<file path="config.mk">
export PLATFORM = sky130hd
export DESIGN_NAME = led_pattern_ctrl_flat
export DESIGN_NICKNAME = d
export VERILOG_FILES = /design/src/rtl/led_pattern_ctrl_if.sv /design/src/rtl/led_pattern_ctrl.sv /design/src/flat_wrapper.sv
export SDC_FILE = /design/constraint.sdc
export NUM_CORES = 1
export LEC_CHECK = 0
export ABC_AREA = 1
export CAP_MARGIN = 25
export CORE_MARGIN = 8
export CORE_UTILIZATION = 44
export DETAILED_ROUTE_END_ITERATION = 12
export GPL_TIMING_DRIVEN = 0
export PLACE_DENSITY = 0.63
export SLEW_MARGIN = 20
export SYNTH_ARGS = -nofsm -noshare
export SYNTH_HDL_FRONTEND = slang
export SYNTH_SLANG_ARGS = --single-unit
</file>
<file path="constraint.sdc">
create_clock -name clk -period 3.3 [get_ports clk]
set_input_delay 0.495 -clock clk [delete_from_list [all_inputs] [get_ports clk]]
set_output_delay 0.495 -clock clk [all_outputs]
set_load 0.03 [all_outputs]
</file>
<file path="src/rtl/led_pattern_ctrl_if.sv">
// Button, LED and status signals between the board and the LED pattern controller.
interface led_pattern_ctrl_if;
    logic [1:0] btn_i;    // raw buttons: [0] mode-next, [1] speed-next
    logic [3:0] led_o;    // LED drive, 1 = lit
    logic [1:0] mode_o;   // 0=OFF 1=SWEEP 2=COUNT 3=BLINK
    logic [1:0] speed_o;  // speed index 0..3

    modport master (output btn_i, input led_o, mode_o, speed_o);
    modport slave  (input btn_i, output led_o, mode_o, speed_o);
endinterface

</file>
<file path="src/rtl/led_pattern_ctrl.sv">
// LED pattern controller: button sync/debounce, mode FSM, variable-rate
// prescaler and step sequencer driving the 4-LED display.
//
// state    | meaning
// ---------+--------------------------------------------
// ST_OFF   | LEDs dark, step held at 0
// ST_SWEEP | single lit LED bouncing across, 6 steps
// ST_COUNT | LEDs show a 4-bit binary count, 16 steps
// ST_BLINK | all LEDs toggle on/off, 2 steps
module led_pattern_ctrl #(
    parameter int DIV_W = 23,
    parameter int DB_W  = 20
) (
    input logic              clk,
    input logic              rst,
    led_pattern_ctrl_if.slave bus
);

    localparam logic [1:0] ST_OFF   = 2'd0;
    localparam logic [1:0] ST_SWEEP = 2'd1;
    localparam logic [1:0] ST_COUNT = 2'd2;
    localparam logic [1:0] ST_BLINK = 2'd3;

    logic [1:0]       sync1_q, sync2_q;
    logic [1:0]       db_level;
    logic [1:0]       level_dly_q;
    logic [1:0]       press_q;
    logic [1:0]       mode_q, mode_d;
    logic [1:0]       speed_q, speed_d;
    logic [DIV_W-1:0] presc_q, presc_d;
    logic [DIV_W-1:0] tick_mask;
    logic [3:0]       step_q, step_d;
    logic [3:0]       step_last;
    logic [3:0]       led_q, led_d;
    logic             tick;
    logic             mode_press;
    logic             speed_press;

    // Two-flop synchronizer for both raw buttons.
    always_ff @(posedge clk or posedge rst) begin
        if (rst) begin
            sync1_q <= '0;
            sync2_q <= '0;
        end else begin
            sync1_q <= bus.btn_i;
            sync2_q <= sync1_q;
        end
    end

    for (genvar g = 0; g < 2; g++) begin : g_db
        logic [DB_W-1:0] cnt_q;
        logic            lvl_q;

        // Level follows the sample only after 2^DB_W consecutive differing samples.
        always_ff @(posedge clk or posedge rst) begin
            if (rst) begin
                cnt_q <= '0;
                lvl_q <= 1'b0;
            end else if (sync2_q[g] == lvl_q) begin
                cnt_q <= '0;
            end else if (cnt_q == {DB_W{1'b1}}) begin
                lvl_q <= sync2_q[g];
                cnt_q <= '0;
            end else begin
                cnt_q <= cnt_q + 1'b1;
            end
        end

        assign db_level[g] = lvl_q;
    end

    // One-cycle press pulse on a rising debounced level.
    always_ff @(posedge clk or posedge rst) begin
        if (rst) begin
            level_dly_q <= '0;
            press_q     <= '0;
        end else begin
            level_dly_q <= db_level;
            press_q     <= db_level & ~level_dly_q;
        end
    end

    assign mode_press  = press_q[0];
    assign speed_press = press_q[1];

    // Faster speeds look at fewer low prescaler bits, halving the step period each time.
    assign tick_mask = {DIV_W{1'b1}} >> speed_q;
    assign tick      = &(presc_q | ~tick_mask);

    // Next-state for mode, speed, prescaler, step and LED decode.
    always_comb begin
        mode_d    = mode_q;
        speed_d   = speed_q;
        presc_d   = presc_q + 1'b1;
        step_d    = step_q;
        step_last = 4'd0;
        led_d     = 4'b0000;

        case (mode_q)
            ST_SWEEP: step_last = 4'd5;
            ST_COUNT: step_last = 4'd15;
            ST_BLINK: step_last = 4'd1;
            default:  step_last = 4'd0;
        endcase

        if (speed_press) begin
            speed_d = speed_q + 2'd1;
        end

        // A mode press beats a coincident tick: step and prescaler restart.
        if (mode_press) begin
            case (mode_q)
                ST_OFF:   mode_d = ST_SWEEP;
                ST_SWEEP: mode_d = ST_COUNT;
                ST_COUNT: mode_d = ST_BLINK;
                default:  mode_d = ST_OFF;
            endcase
            presc_d = '0;
            step_d  = 4'd0;
        end else if (tick) begin
            if (mode_q == ST_OFF || step_q >= step_last) begin
                step_d = 4'd0;
            end else begin
                step_d = step_q + 4'd1;
            end
        end

        case (mode_q)
            ST_SWEEP: begin
                case (step_q)
                    4'd0:    led_d = 4'b0001;
                    4'd1:    led_d = 4'b0010;
                    4'd2:    led_d = 4'b0100;
                    4'd3:    led_d = 4'b1000;
                    4'd4:    led_d = 4'b0100;
                    4'd5:    led_d = 4'b0010;
                    default: led_d = 4'b0000;
                endcase
            end
            ST_COUNT: led_d = step_q;
            ST_BLINK: led_d = (step_q == 4'd1) ? 4'b1111 : 4'b0000;
            default:  led_d = 4'b0000;
        endcase
    end

    // Control and output registers.
    always_ff @(posedge clk or posedge rst) begin
        if (rst) begin
            mode_q  <= ST_OFF;
            speed_q <= 2'd0;
            presc_q <= '0;
            step_q  <= 4'd0;
            led_q   <= 4'b0000;
        end else begin
            mode_q  <= mode_d;
            speed_q <= speed_d;
            presc_q <= presc_d;
            step_q  <= step_d;
            led_q   <= led_d;
        end
    end

    assign bus.led_o   = led_q;
    assign bus.mode_o  = mode_q;
    assign bus.speed_o = speed_q;

endmodule

</file>
<file path="src/flat_wrapper.sv">
// flat-port wrapper written by rule: the top's interface ports become plain ports
module led_pattern_ctrl_flat 
#(
    parameter int DIV_W = 23,
    parameter int DB_W  = 20
)
  (clk, rst, bus_btn_i, bus_led_o, bus_mode_o, bus_speed_o);
  led_pattern_ctrl_if bus_i ();
  input logic clk;
  input logic rst;
  input wire logic [$bits(bus_i.btn_i)-1:0] bus_btn_i;
  output wire logic [$bits(bus_i.led_o)-1:0] bus_led_o;
  output wire logic [$bits(bus_i.mode_o)-1:0] bus_mode_o;
  output wire logic [$bits(bus_i.speed_o)-1:0] bus_speed_o;
  assign bus_i.btn_i = bus_btn_i;
  assign bus_led_o = bus_i.led_o;
  assign bus_mode_o = bus_i.mode_o;
  assign bus_speed_o = bus_i.speed_o;
  led_pattern_ctrl #(.DIV_W(DIV_W), .DB_W(DB_W)) u_core (.clk(clk), .rst(rst), .bus(bus_i));
endmodule
</file>
==> metrics.txt, run 1 <==
CP max FO=4; gr ovfl total=0; clock latency on the worst-skew pair=0.35 ns; wire per inst=11.9 um; skew final=0.0157 ns; Final period util=59.8%; RSZ-0062 raised after global routing=false; Routed WL=8.90 mm; Leak=2.28 nW; routed vias=3649; Setup CP Type=register to output pin; number of global-route vias before repair=3664; Die Span Y=119 um; final hold viol count=0; first-pass GRT wire length=15.8 mm; # setup viols final=0; I/O Buffers=11; share of cells above drive strength 1=10.6%; CTS tree=done; Core Box Area=10300 um^2; DRC viols=0; area post-placement=4930 um^2; Buf+Inv Stages, Crit Path=1; Critical Path End Type=output pin; DRT Pass-1 Iters=4; Yosys top cell by area=dfrtp_1; initial core utilization=45.0%; Mapped Cells=583; synth unique cells=34; dpl ws=1.43 ns; final setup margin=1.33 ns; status=finished clean; Worst Setup SP=u_core.bus.speed_o[0]; hold buffer count at cts=0; Arr. time, crit path=1.48 ns; H-tree Lvls=3; Yosys reg bits=85; max-cap viol count=0; Worst-path clk slew=0.09 ns; delay-heaviest family, CP=buffers and inverters; Total Routing Usage GR=13.2%; # IOs=12; worst r2r src=u_core.bus.mode_o[1]; VDD IR max=0.000227 V; crit path cell chain=clkdlybuf4s50_1; Worst path max stage delay=0.70 ns; TritonCTS Buffers=9; CTS max path bufs=2; post-layout util=50.0%; Period minus WS final=1.97 ns; WP data required=2.80 ns; min-delay src=u_core.sync1_q[0]; # resized after CTS=0; Slowest-stage cell, CP=clkdlybuf4s50_1; die area=14000 um^2; HP Class=register to register; top cell type's share of synthesized area=46.0%; Mapped Area=4620 um^2; synth top area cells=dfrtp_1 46%, nand2_1 11%, nor2_1 9.8%; post-synthesis sequential area ratio=46.0%; Root Buffer=clkbuf_8; Tightest Pin Transition=0.601 ns; Startpoint Class=register; P&R area growth vs syn=11.0%; chip width=119 um; DR vias/cell=4.88; Inst Count DP=731; synth warn=0; DP Wirelength=6.51 mm; clk sinks=85; number of fill cells=1025; Final Cell Area=5130 um^2; slew margin rel.=59.7%; PwrDens=370 nW/um^2; largest net degree at the start of global routing=46; Final Max Tran Viols=0; gpl congestion=0.839; ant diodes=0; Cell Count, Final, Fillers Out=747; Avg Inst Size Synth=7.93 um^2; initial antenna violation count=0; Core Rows=37; post-route ant nets=0; Nets=629; Syn Nets=606; Post-CTS Setup Bufs=0; fmax=507 MHz; Initial DRC Count=172
==> worst reg2reg max path: stages, from the launching register on <==
cell     delay [ns]
dfrtp_1        0.42
inv_1          0.11
ha_1           0.27
inv_1          0.09
ha_1           0.27
o21ai_0        0.15
nand2_1        0.06
nand2_1        0.05
nand2_1        0.06
nor2_1         0.16
nand3_1        0.10
nand2_1        0.06
==> synth_stat cells (all sizes together) <==
| library cell | number |
|---|---|
| clkinv | 1 |
| dfrtp | 85 |
| xnor2 | 15 |
| and2 | 1 |
| buf | 2 |
| a21o | 1 |
| nand4 | 11 |
| nor2 | 143 |
| or2 | 1 |
| nor3 | 7 |
| ha | 19 |
| a21oi | 11 |
| nand3 | 42 |
| clkbuf | 3 |
| nand3b | 1 |
| o211ai | 1 |
| nor3b | 2 |
| a31oi | 3 |
| o21bai | 1 |
| o21ai | 13 |
| inv | 59 |
| o21a | 1 |
| nand2 | 144 |
| xor2 | 16 |
==> path summary, 6_finish.rpt <==
path,to,slack (ns),depth (start not counted)
max,bus_speed_o[0],1.33,1
min,u_core.sync2_q[0],0.36,0
max reg2reg,u_core.step_q[2],1.43,11
min reg2reg,u_core.sync2_q[0],0.36,0
max in group asynchronous,u_core.presc_q[8],2.12,3
min in group asynchronous,u_core.g_db[1].cnt_q[3],0.56,2
==> registers in the layout, indices dropped and copies added, names as in the netlist <==
| name | count |
|---|---|
| u_core.press_q | 2 |
| u_core.step_q | 4 |
| u_core.bus.led_o | 4 |
| u_core.bus.speed_o | 2 |
| u_core.sync1_q | 2 |
| u_core.sync2_q | 2 |
| u_core.presc_q | 23 |
| u_core.g_db.lvl_q | 2 |
| u_core.level_dly_q | 2 |
| u_core.g_db.cnt_q | 40 |
| u_core.bus.mode_o | 2 |
==> final cells by class <==
type                            count  area, um^2  share of cell area, %
Tap cell                          136         170                   3.31
Sequential cell                    85        2130                   41.4
Timing Repair Buffer               12         130                   2.53
Multi-Input combinational cell    433        2250                   43.8
Buffer                              5        21.3                  0.414
Clock buffer                       11         131                   2.56
Clock inverter                      5        75.1                   1.46
Inverter                           60         228                   4.44
==> stage by stage <==
stage,setup TNS [ns],hold WS (ns),power [mW]
after detailed placement,0,0.338,1.13
after global routing,0,0.370,1.98
after floorplan,0,0.331,1.11
after global placement,-72.56,0.334,1.13
final,0,0.355,1.90
after CTS,0,0.356,1.94
==> cells in the final DEF (no fill, tap or decap), types with 2 or more instances in the layout <==
cell / count
nor3_2: 2
nor3b_1: 2
bufinv_16: 2
clkdlybuf4s50_1: 11
buf_2: 2
xnor2_1: 14
nor3_1: 5
nand4_1: 10
o21ai_0: 8
nor2_1: 121
xor2_1: 16
o21ai_1: 5
ha_1: 19
nand3_2: 3
nand2_4: 2
nor2_2: 18
clkbuf_8: 9
dfrtp_1: 85
a21oi_1: 11
nand3_1: 39
nand2_1: 135
clkbuf_1: 5
nor2_4: 4
inv_2: 9
a31oi_1: 3
clkinv_2: 3
nand2_2: 7
inv_1: 49
==> routing by layer <==
layer	GRT usage (%)	wire, um	up-vias
met4	4.90	146	0
met1	16.5	4320	1722
met2	22.3	4200	39
met5	0	0	-
li1	-	-	1875
met3	2.14	229	13
==> power by group <==
| part | switching [mW] | total, mW | internal [mW] |
|---|---|---|---|
| combinational | 0.0383 | 0.0531 | 0.0149 |
| clock | 0.368 | 0.792 | 0.424 |
| sequential | 0.00726 | 1.06 | 1.05 |
==> kinds of logic (layout without fill, tap and decap cells) <==
logic type	after synthesis	count (layout)	share of synthesized area [%]
AO/OA/AOI/OAI	31	31	3.65
AND/OR/NAND/NOR	352	352	33.8
adder cells (fa/ha/maj)	19	19	5.14
buffers and inverters	65	93	5.33
XOR/XNOR	31	31	6.03
flip-flops	85	85	46.0
(Power assumes the default switching activity.)
==> run 2, diff against run 1 <==
PLACE_DENSITY = 0.65   (was 0.63)
clock period = 1.63 ns   (was 3.3 ns; I/O delays follow)
==> metrics.txt, run 2 (synthesized netlist as in run 1, its figures left out) <==
status=finished clean; Initial DRC Count=223; WP data required=1.92 ns; Critical Path End Type=register; Final Power=3.62 mW; max-cap viol count=0; share of cells above drive strength 1=15.1%; post-route ant nets=0; worst r2r src=u_core.bus.mode_o[1]; chip width=119 um; wire per inst=12.0 um; CTS tree=done; Inst Count DP=732; CTS max path bufs=2; VDD IR max=0.000335 V; RSZ-0062 raised after global routing=true; hold buffer count at cts=0; Worst path max stage delay=0.42 ns; Worst R2R Setup Slack=0.07 ns; Arr. time, crit path=1.86 ns; # IOs=12; DR vias/cell=4.90; Die Span Y=119 um; Core Rows=37; clock latency on the worst-skew pair=0.36 ns; die area=14000 um^2; slew margin rel.=58.5%; clk sinks=85; Core Box Area=10300 um^2; Worst R2R End=u_core.step_q[3]; crit path cell chain=inv_2, ha_4, inv_1, ha_1, nand2_1, inv_1, nand2_2, nand2_2, nor2_4, nand3_1, nand2_1; largest net degree at the start of global routing=33; ant diodes=0; TritonCTS Buffers=9; commonest non-fill, non-tap cell in the layout=nand2_1; Worst Setup SP=u_core.bus.mode_o[1]; HP Class=input port to asynchronous set/reset pin; Startpoint Class=register; area post-placement=4990 um^2; CP endpoint=u_core.step_q[3]; Nets=641; P&R area growth vs syn=14.8%; most frequent cells in the layout=133 x nand2_1, 119 x nor2_1, 81 x dfrtp_1; I/O Buffers=11; Final Cell Area=5310 um^2; Slowest-stage cell, CP=dfrtp_2; DRT Pass-1 Iters=6; Worst R2R Path Depth=11; Worst-path clk slew=0.09 ns; routed vias=3719; gr ovfl total=0; Final Max Tran Viols=0; Leak=2.42 nW; DRC viols=0; first-pass GRT wire length=15.8 mm; Root Buffer=clkbuf_8; initial antenna violation count=0; Final period util=95.9%; initial core utilization=45.0%; Total Routing Usage GR=13.3%; gpl congestion=0.836; CP max FO=4; Routed WL=9.14 mm; H-tree Lvls=3; Largest register FFs=40; PwrDens=682 nW/um^2; Cell Count, Final, Fillers Out=759; fmax=639 MHz; final hold viol count=0; Setup CP Type=register to register; # setup viols final=0; Period minus WS final=1.56 ns; Tightest Pin Transition=0.620 ns; skew final=0.00928 ns; number of global-route vias before repair=3579; worst hold slack=0.296 ns; top flop regs=u_core.g_db.cnt_q: 40 flops, u_core.presc_q: 23 flops; DP Wirelength=6.63 mm; register with the most flip-flops=u_core.g_db.cnt_q
==> run 2: cell count changes in the layout (fill, tap and decap cells not counted), sizes merged <==
cell	previous run	this run
dlygate4sd2	0	4
clkdlybuf4s50	11	3
clkinvlp	0	3
buf	3	13
clkbuf	14	12
nand2	144	146
bufinv	2	0
dlymetal6s2s	0	4
clkinv	4	5
==> run 2: timing repair <==
action | 4_1_cts | 5_1_grt
endpoints found under the setup margin | 16 | 32
resized for setup | 6 | 15
buffers inserted | 3 | 6
cloned | 0 | 2
pin swaps | 2 | 6
==> run 2: how the worst min path moves through the flow <==
stage | slack, ns | cells past startpoint | startpoint | to
floorplan | 0.28 | 0 | bus_btn_i[0] | u_core.sync1_q[0]
global placement | 0.33 | 0 | u_core.sync1_q[1] | u_core.sync2_q[1]
detailed placement | 0.35 | 0 | u_core.sync1_q[1] | u_core.sync2_q[1]
CTS | 0.30 | 2 | rst | u_core.g_db[1].cnt_q[8]
global route | 0.31 | 1 | bus_btn_i[1] | u_core.sync1_q[1]
finish | 0.30 | 2 | rst | u_core.g_db[1].cnt_q[8]
==> run 2: metal layers <==
layer	global-route usage (%)	vias up	routed length (um)
met3	2.28	15	275
met2	22.4	59	4370
met4	5.69	0	155
met5	0	-	0
met1	16.4	1749	4340
li1	-	1896	-
==> run 2: worst max-delay path, delay by kind of cell (launching register included) <==
family        cells  cell delay, ns
fa+ha+maj         2            0.51
simple gates      6            0.43
flops             1            0.42
buf+inv           3            0.15
==> run 2: power breakdown <==
part	switching [mW]	internal, mW	leakage (nW)	total [mW]
logic	0.0848	0.0393	1.18	0.124
registers	0.0132	2.12	1.15	2.14
clock network	0.802	0.558	0.0856	1.36
total	0.900	2.72	2.42	3.62
==> run 2: cell type report <==
| class | instances | area [um^2] |
|---|---|---|
| Buffer | 5 | 21.3 |
| Clock buffer | 9 | 124 |
| Clock inverter | 7 | 51.3 |
| Fill cell | 1023 | 4970 |
| Inverter | 60 | 231 |
| Multi-Input combinational cell | 435 | 2360 |
| Sequential cell | 85 | 2130 |
| Tap cell | 136 | 170 |
| Timing Repair Buffer | 22 | 223 |
==> run 2: per-stage QoR <==
step	worst slack, ns	util (%)	TNS, ns
CTS	0.00296	50.5	0
finish	0.0660	51.7	0
global placement	-0.720	48.2	-50.34
detailed placement	-0.0381	48.6	-0.381
floorplan	0.00839	-	0
global route	-0.0395	51.7	-0.136
